===== src/rtl/prach_hb5_sched.sv =====
// prach_hb5_sched: locks onto the 256-slot TDM stream, buffers even-frame samples, and
// emits (even, odd) pairs to hb5 on the odd frame. Optional channel mask: PRACH_HB5_SCHED_MASK_EN.
module prach_hb5_sched #(
  parameter int NUM_CHANNEL      = 256,
  parameter int NUM_CHANNEL_USED = 48,
  parameter int IDLE_CHN         = 255
) (
  input  logic                        clk,
  input  logic                        rst,
`ifdef PRACH_HB5_SCHED_MASK_EN
  input  logic [NUM_CHANNEL_USED-1:0] ch_mask,
`endif
  input  logic                        enable,
  input  logic                        in_valid,
  input  logic signed [15:0]          in_data,
  input  logic [7:0]                  in_chn,
  input  logic                        in_sync,
  input  logic                        err_clr,
  output logic signed [15:0]          out_dp1,
  output logic signed [15:0]          out_dp2,
  output logic [7:0]                  out_chn,
  output logic                        out_sync,
  output logic                        busy,
  output logic                        err_align
);

  localparam int         AW        = $clog2(NUM_CHANNEL_USED);
  localparam logic [7:0] LAST_SLOT = 8'(NUM_CHANNEL - 1);
  localparam logic [7:0] USED_CHN  = 8'(NUM_CHANNEL_USED);
  localparam logic [7:0] IDLE_CODE = 8'(IDLE_CHN);

  typedef enum logic [1:0] {ST_IDLE, ST_WAIT_SYNC, ST_EVEN, ST_ODD} state_t;

  state_t            r_state;
  state_t            w_state_next;
  logic [7:0]        r_cnt;
  logic [7:0]        w_cnt_next;
  logic              w_err;
  logic              w_relock;
  logic              w_used;
  logic              w_wrap;
  logic              w_wr_en;
  logic              w_emit;
  logic              w_keep;
  logic [AW-1:0]     w_addr;

  logic signed [15:0] r_buf [0:NUM_CHANNEL_USED-1];
  logic signed [15:0] r_rd_data;

  logic               r_s1_emit;
  logic               r_s1_keep;
  logic               r_s1_sync;
  logic [7:0]         r_s1_chn;
  logic signed [15:0] r_s1_data;

  assign w_addr   = in_chn[AW-1:0];
  assign w_used   = (in_chn < USED_CHN);
  assign w_wrap   = (r_cnt == LAST_SLOT);
  assign w_relock = in_sync && (in_chn == 8'd0);
  // Alignment is only checked while locked; a sync beat is legal only at slot 0.
  assign w_err    = in_valid && ((r_state == ST_EVEN) || (r_state == ST_ODD)) &&
                    ((in_chn != r_cnt) || (in_sync && (r_cnt != 8'd0)));

  always_comb begin
    w_state_next = r_state;
    w_cnt_next   = r_cnt;
    w_wr_en      = 1'b0;
    w_emit       = 1'b0;
    case (r_state)
      ST_IDLE: begin
        if (enable) w_state_next = ST_WAIT_SYNC;
      end
      ST_WAIT_SYNC: begin
        if (in_valid && in_sync) begin
          w_state_next = ST_EVEN;
          w_cnt_next   = 8'd1;
          w_wr_en      = w_used;
        end
      end
      ST_EVEN, ST_ODD: begin
        if (w_err) begin
          if (w_relock) begin
            w_state_next = ST_EVEN;
            w_cnt_next   = 8'd1;
            w_wr_en      = w_used;
          end else begin
            w_state_next = ST_WAIT_SYNC;
          end
        end else if (in_valid) begin
          w_cnt_next = w_wrap ? 8'd0 : r_cnt + 8'd1;
          if (r_state == ST_EVEN) begin
            w_wr_en = w_used;
            if (w_wrap) w_state_next = ST_ODD;
          end else begin
            w_emit = w_used;
            if (w_wrap) w_state_next = enable ? ST_EVEN : ST_IDLE;
          end
        end
      end
      default: w_state_next = ST_IDLE;
    endcase
  end

`ifdef PRACH_HB5_SCHED_MASK_EN
  logic [NUM_CHANNEL_USED-1:0] r_mask;
  logic                        w_mask_load;

  // Mask is frozen for the whole odd frame so a mid-frame change cannot split the schedule.
  assign w_mask_load = (r_state == ST_EVEN) && (w_state_next == ST_ODD);
  assign w_keep      = r_mask[w_addr];

  always_ff @(posedge clk or posedge rst) begin
    if (rst)              r_mask <= '1;
    else if (w_mask_load) r_mask <= ch_mask;
  end
`else
  assign w_keep = 1'b1;
`endif

  always_ff @(posedge clk) begin
    if (w_wr_en) r_buf[w_addr] <= in_data;
    r_rd_data <= r_buf[w_addr];
  end

  always_ff @(posedge clk or posedge rst) begin
    if (rst) begin
      r_state   <= ST_IDLE;
      r_cnt     <= 8'd0;
      busy      <= 1'b0;
      err_align <= 1'b0;
      r_s1_emit <= 1'b0;
      r_s1_keep <= 1'b0;
      r_s1_sync <= 1'b0;
      r_s1_chn  <= IDLE_CODE;
      r_s1_data <= '0;
      out_dp1   <= '0;
      out_dp2   <= '0;
      out_chn   <= IDLE_CODE;
      out_sync  <= 1'b0;
    end else begin
      r_state <= w_state_next;
      r_cnt   <= w_cnt_next;
      busy    <= (w_state_next != ST_IDLE);
      if (w_err)        err_align <= 1'b1;
      else if (err_clr) err_align <= 1'b0;

      // Stage 1 aligns the incoming sample with the registered buffer read.
      r_s1_emit <= w_emit;
      r_s1_keep <= w_keep;
      r_s1_sync <= (in_chn == 8'd0);
      r_s1_chn  <= in_chn;
      r_s1_data <= in_data;

      if (r_s1_emit) begin
        out_chn  <= r_s1_chn;
        out_sync <= r_s1_sync;
        out_dp1  <= r_s1_keep ? r_rd_data : '0;
        out_dp2  <= r_s1_keep ? r_s1_data : '0;
      end else begin
        out_chn  <= IDLE_CODE;
        out_sync <= 1'b0;
        out_dp1  <= '0;
        out_dp2  <= '0;
      end
    end
  end

endmodule


===== config.mk =====
export PLATFORM = sky130hd
export DESIGN_NAME = prach_hb5_sched
export DESIGN_NICKNAME = d
export VERILOG_FILES = /design/src/rtl/prach_hb5_sched.sv
export SDC_FILE = /design/constraint.sdc
export NUM_CORES = 1
export LEC_CHECK = 0
export ABC_AREA = 1
export BUFFER_PORTS_ARGS = -buffer_cell sky130_fd_sc_hd__buf_2
export CAP_MARGIN = 10
export CORE_MARGIN = 2
export CORE_UTILIZATION = 40
export CTS_CLUSTER_DIAMETER = 50
export CTS_CLUSTER_SIZE = 25
export DETAILED_ROUTE_END_ITERATION = 10
export HOLD_SLACK_MARGIN = 0.03
export PLACE_DENSITY = 0.67
export SLEW_MARGIN = 10
export SYNTH_ARGS = -nofsm -noshare
export SYNTH_HDL_FRONTEND = slang
export SYNTH_SLANG_ARGS = --single-unit

===== constraint.sdc =====
create_clock -name clk -period 6.4 [get_ports clk]
set_input_delay 0.32 -clock clk [delete_from_list [all_inputs] [get_ports clk]]
set_output_delay 0.32 -clock clk [all_outputs]
set_load 0.05 [all_outputs]

# Yosys cells after proc, flatten, opt, wreduce, memory -nomap -nowiden
# Memory sizes are Yosys's and may differ from the RTL's. A register that Yosys moved wholly into a read port is not among the register bits.
# Index checks and enable logic that the tools add are counted.
[word_totals]
ff_bits = 80
ramBits = 768
mem_count = 1
inputBits = 30
[memory_table]
columns = ["name", "depth", "word_bits", "rd", "rd_ports_with_merged_regs", "wr", "line", "source"]
rows = [
  ["r_buf", 48, 16, 1, 1, 1, "47", "logic signed [15:0] r_buf [0:NUM_CHANNEL_USED-1];"],
]
[op_classes]
add_sub_neg = 1
n_mux = 36
n_eq_ne = 8
magnitude_cmp = 1
reduce_logical = 15
[op_table]
columns = ["op", "count"]
rows = [
  ["16-bit 2-to-1 mux", 4],
  ["8-bit 2-to-1 mux", 6],
  ["2-bit 2-to-1 mux", 9],
  ["8-bit case mux with 2 select lines", 1],
  ["1-bit 2-to-1 mux", 14],
  ["8-bit by 1-bit adder with 8-bit output, second input constant", 1],
  ["8-bit equality test, second input constant", 1],
  ["8-bit logical NOT", 1],
  ["8-bit by 6-bit less-than comparator with 1-bit output, second input constant", 1],
  ["8-bit inequality test", 1],
  ["8-bit nonzero test", 1],
  ["3-bit inequality test, second input constant", 2],
  ["2-bit case mux with 3 select lines", 1],
  ["2-bit nonzero test", 3],
  ["1-bit logical AND", 5],
  ["2-bit equality test, second input constant", 2],
  ["4-bit AND reduction", 1],
  ["2-bit by 1-bit equality test with 1-bit output, second input constant", 1],
  ["2-bit logical NOT", 1],
  ["1-bit logical OR", 2],
  ["2-bit inequality test, second input constant", 1],
  ["1-bit case mux with 2 select lines", 1],
  ["2-bit OR reduction", 1],
]

# Longest topological paths before layout
[depth]
ltp_word = 8
depth_mapped = 13
ltp_nobuf = 12

# Worst setup path after synthesis
# No wires, ideal clock.
[synth_timing]
path_kind = "register to register"
start = "register r_cnt[0]"
end = "memory r_buf[0][0], enable pin"
path_slack_ns = 3.919
arrival_ns = 2.092
stages_incl_launch_ff = 12
required_ns = 6.012
path_cell_list = "dfrtp_1 -> inv_1 -> ha_1 -> nand2_1 -> o21ai_1 -> nand3_2 -> nand2_2 -> nand2_1 -> nand2_2 -> nand2_8 -> nand2_4 -> nor2_1"
[synth_via]
elab_chain_cells = 8
elab_cells_between_ends = 9
[synth_rtl]
columns = ["element", "line", "source"]
rows = [
  ["start: declaration", "36", "logic [7:0] r_cnt;"],
  ["start signal: assignment", "142", "r_cnt <= w_cnt_next;"],
  ["8-bit nonzero test", "62", "((in_chn != r_cnt) || (in_sync && (r_cnt != 8'd0)));"],
  ["1-bit logical AND", "62", ""],
  ["1-bit logical OR (*)", "62", ""],
  ["1-bit logical AND (*)", "61", "assign w_err = in_valid && ((r_state == ST_EVEN) || (r_state == ST_ODD)) &&"],
  ["1-bit 2-to-1 mux (*)", "81", "if (w_err) begin"],
  ["1-bit case mux with 2 select lines (*)", "69", "case (r_state)"],
  ["1-bit 2-to-1 mux (*)", "121", "if (w_wr_en) r_buf[w_addr] <= in_data;"],
  ["1-bit 2-to-1 mux (not written as such) (*)", "121", ""],
  ["end: declaration", "47", ""],
]
# Every way passes the cells marked *; elsewhere a longest branch is shown, timed or not.

# Worst setup path after layout
[layout_timing]
start = "input port in_chn[0]"
end = "memory r_buf[9][9], enable pin"
[layout_via]
elab_chain_cells = 7
elab_cells_between_ends = 14
[layout_rtl]
columns = ["element", "line", "source"]
rows = [
  ["start: declaration", "16", "input logic [7:0] in_chn,"],
  ["8-bit by 6-bit less-than comparator with 1-bit output, or another cell as far along", "57", "assign w_used = (in_chn < USED_CHN);"],
  ["1-bit 2-to-1 mux, or another cell as far along", "91", "if (r_state == ST_EVEN) begin"],
  ["1-bit 2-to-1 mux, or another cell as far along", "89", "end else if (in_valid) begin"],
  ["1-bit 2-to-1 mux", "81", ""],
  ["1-bit case mux with 2 select lines", "69", ""],
  ["1-bit 2-to-1 mux", "121", ""],
  ["1-bit 2-to-1 mux (not written as such)", "121", ""],
]
# Parallel ways exist; a longest one is shown, timed or not.

==> summary.md <==
| Metric | Value |
|---|---|
| Status | completed |
| DRT iter0 DRCs | 3,204 |
| Area grow syn2layout | 12.90% |
| R2R Path Start | r_cnt[0] |
| Critical path fanouts, max | between 40 and 50 |
| Simple-gate share of the synthesized area | 0.1527 |
| Max_cap viols | 0 |
| Area share of xor/xnor cells in the synthesized design | 0.002115 |
| Final Max Tran Viols | 0 |
| DRC Markers | 0 |
| Detailed Place HPWL | between 50,000 and 60,000 um |
| Syn Nets | 2,645 |
| Vias in the first global route | 20.48k |
| Overall Global Routing Usage | 0.2194 |
| Synth Area in Adders | 0.0007552 |
| Reg area | around 25,000 um^2 |
| Post-Place Cell Area | 34,810 um^2 |
| Post-synthesis cell type count | 43 |
| CP Class | input port to flop |
| Peak supply drop | 0.1642 mV |
| Async S/R FF share, synth | 0.09259 |
| Fillcell total | 7,096 |
| RSZ-0062 raised after global routing | false |
| Post-synth EDFFs | 768 |
| Routed vias/inst | roughly 5.5 |
| Switch share | 0.2465 |
| Synth Flop Type | edfxtp_1 |
| Number of clock sinks | 864 |
| Worst min-delay path class | input port to flop |
| CP cell instances | buf_4, clkinv_2, buf_4, nand2_1, clkinv_2, nand2_1, nor2_2, nand2_1, nand3_2, nand2_2, nand2_8, nand2_4, nor2_1, buf_4 |
| Final total power | ~12 mW |
| Highest clock rate | 279.7 MHz |
| Reg-to-reg slack, setup | about 3.4 ns |
| H-Tree Depth | 3 |
| Setup TNS | 0 ns |
| Finished Core Util | 0.4556 |
| GPL Wtd Cong | 0.8855 |
| Endpoint type of the worst setup path | flop |
| Antenna-violating nets left | 0 |
| Worst path required time | 6.75 ns |
| Core outline area | between 80,000 and 90,000 um^2 |
| Initial antenna violation count | 0 |
| Top cells by area, synth | edfxtp_1 (70%), nand2_1 (10%), dfrtp_1 (4.8%) |
| Avg Inst Size Synth | 12.68 um^2 |
| Worst-margin pin slew | 1.010 ns |
| Clock Tree Buf Depth | 3 |
| Number of buffers created by CTS | between 60 and 70 |
| Commonest cells in the netlist | nand2_1 (890), edfxtp_1 (768), a21oi_1 (152) |
| Crit path buf inv count | 5 |
| Post-route clock period utilization | 0.5587 |
| Leakage Power | ~14 nW |
| Worst EP arrival | between 3 and 4 ns |
| Largest family of logic cells by synthesized area | simple AND/OR/NAND/NOR gates |
| Post-synthesis mux area share | 0 |
| Final setup vio count | 0 |
| Switching power | 2.844 mW |
| Postcts setup bufs | 0 |
| Reg-to-reg endpoint | r_buf[9][9] |
| Area of the multi-input gates | 6789 um^2 |
| Crit path max-delay family | buffers and inverters |
| Post-synth top area share | 0.6960 |
| Worst-path clk slew | 0.08 ns |
| Max-slew headroom | 0.3268 |
| Final wirelength | 93,700 um |
| Gate power share | 0.061 |
| Hold Path End | r_s1_chn[0] |
| #FFs+latches synth | 864 |
| Yosys warnings | 0 |
| Largest stage delay on the critical path | 0.66 ns |
| Worst hold stages | 1 |
| First-pass GRT wire length | about 140,000 um |
| Top-count cell post-synth | nand2_1 |
| Syn Inst Count | 2,613 |
| Share of post-route cells with drive strength above 1 | 0.1223 |
| DR WL/cell | 24.39 um |
| Reg power frac | 0.541 |
| Seq/Total Area, Yosys | 0.7667 |
| Worst setup startpoint | in_chn[0] |
| CP max-delay cell | nor2_1 |
| CTS Root Cell | clkbuf_16 |
| Row cnt | 105 |
| Die area | 85,150 um^2 |
| Die H | slightly below 300 um |
| Tmin final | 3.576 ns |
| Initial Util | 0.4035 |
| IO buf count | 72 |
| Min-delay src | in_chn[0] |
| Worst Reg-to-Reg Cells | 12 |
| Grt ovf | 0 |
| Mapped cell area | ~33,000 um^2 |
| Routed via count | around 21k |
| Worst setup SP type | input port |
| Post-route cell area | 37,410 um^2 |
| Largest net degree at the start of global routing | 81 |
| Internal power | 8.693 mW |
| Final hold vios | 0 |
| Final nets | 2,746 |
| # IOs | 73 |
| PD cells | 308.4 nW/um^2 |
| Die X | 291.8 um |
| Synth area leader | edfxtp_1 |
| Layout Skew | between 0.03 and 0.04 ns |
| CTS tree | built |
| Clock share of power | 0.398 |
| Worst-Skew Late Latency | 0.65 ns |
| Initial DRT Pass Iterations | 6 |
| Compound-Gate Fraction of Synth Area | 0.04758 |
[state kept, by name, indices dropped and copies added (netlist names), 2 cells and up]
name and count:
out_chn 8, r_rd_data 16, r_state 2, out_dp2 16, r_s1_data 16, r_buf 768
r_cnt 8, out_dp1 16, r_s1_chn 8
[worst max path at each step]
| stage | to | slack (ns) | depth (start not counted) |
|---|---|---|---|
| 5_1_grt | r_buf[9][9] | 2.62 | 14 |
| 2_1_floorplan | r_buf[0][0] | 3.92 | 11 |
| 3_5_place_dp | r_buf[22][0] | 1.96 | 13 |
| 6_report | r_buf[9][9] | 2.82 | 14 |
| 4_1_cts | r_buf[22][5] | 2.59 | 13 |
| 3_3_place_gp | r_buf[25][11] | 1.95 | 13 |
[final cells by class]
| class | count | share of cell area |
|---|---|---|
| clock buffers | 74 | 0.04780 |
| clock inverters | 54 | 0.01880 |
| flip-flops and latches | 864 | 0.6791 |
| multi-input cells | 1515 | 0.1815 |
| repair buffers | 141 | 0.02442 |
| diodes | 1 | 0.00006690 |
| inverters | 123 | 0.01251 |
| well taps | 1070 | 0.03579 |
[repair_timing]
action / in CTS / in global routing
hold buffers: 7 / 0
endpoints found under the hold margin: 26 / 0
gates resized for setup: 0 / 0
[layer usage]
metal / GRT usage / wire length, um
met5: 0 / 0
met4: 0.08989 / 3521
met3: 0.03676 / 9711
met2: 0.3465 / 43900
met1: 0.3032 / 36560
[cell families after synthesis]
family                   Yosys count
AO/OA/AOI/OAI                    279
XOR/XNOR                           8
adder cells (fa/ha/maj)            2
buffers and inverters            234
flip-flops                       864
other                              1
AND/OR/NAND/NOR                 1225
[layout by cell type (no fill, tap or decap), types with 5 or more instances in the layout]
master and n:
a21oi_1 152, a22o_1 17, a22oi_1 31, and2_0 8, buf_2 68, buf_4 65, clkbuf_16 71, clkinv_2 12
clkinv_8 15, dfrtp_1 64, dfstp_2 16, dfxtp_1 16, dlygate4sd3_1 7, edfxtp_1 768, inv_1 106, inv_2 10
inv_6 8, nand2_1 890, nand2_4 8, nand3_1 67, nand3_2 6, nand3b_1 7, nand4_1 63, nor2_1 130
nor2_2 22, nor3_1 5, o21ai_0 64, o2bb2ai_1 6, or2_2 9
[through the flow]
step / hold slack [ns] / worst slack, ns / cells
3_5_place_dp: 0.3950 / 1.960 / 3706
2_1_floorplan: 0.3245 / 3.919 / 2613
3_3_place_gp: 0.3937 / 1.949 / 3702
5_1_grt: 0.06233 / 2.615 / 3841
4_1_cts: 0.04696 / 2.592 / 3841
6_report: 0.05859 / 2.824 / 3842
[power by group through the flow]
stage / Sequential [mW] / Combinational (mW) / Clock, mW
global route: 6.25 / 0.759 / 4.84
floorplan: 6.36 / 0.367 / 0
CTS: 6.24 / 0.700 / 4.63
detailed placement: 6.37 / 0.693 / 0
global placement: 6.37 / 0.688 / 0
finish: 6.24 / 0.708 / 4.59
Note: power is estimated with default switching activity, not from simulation.
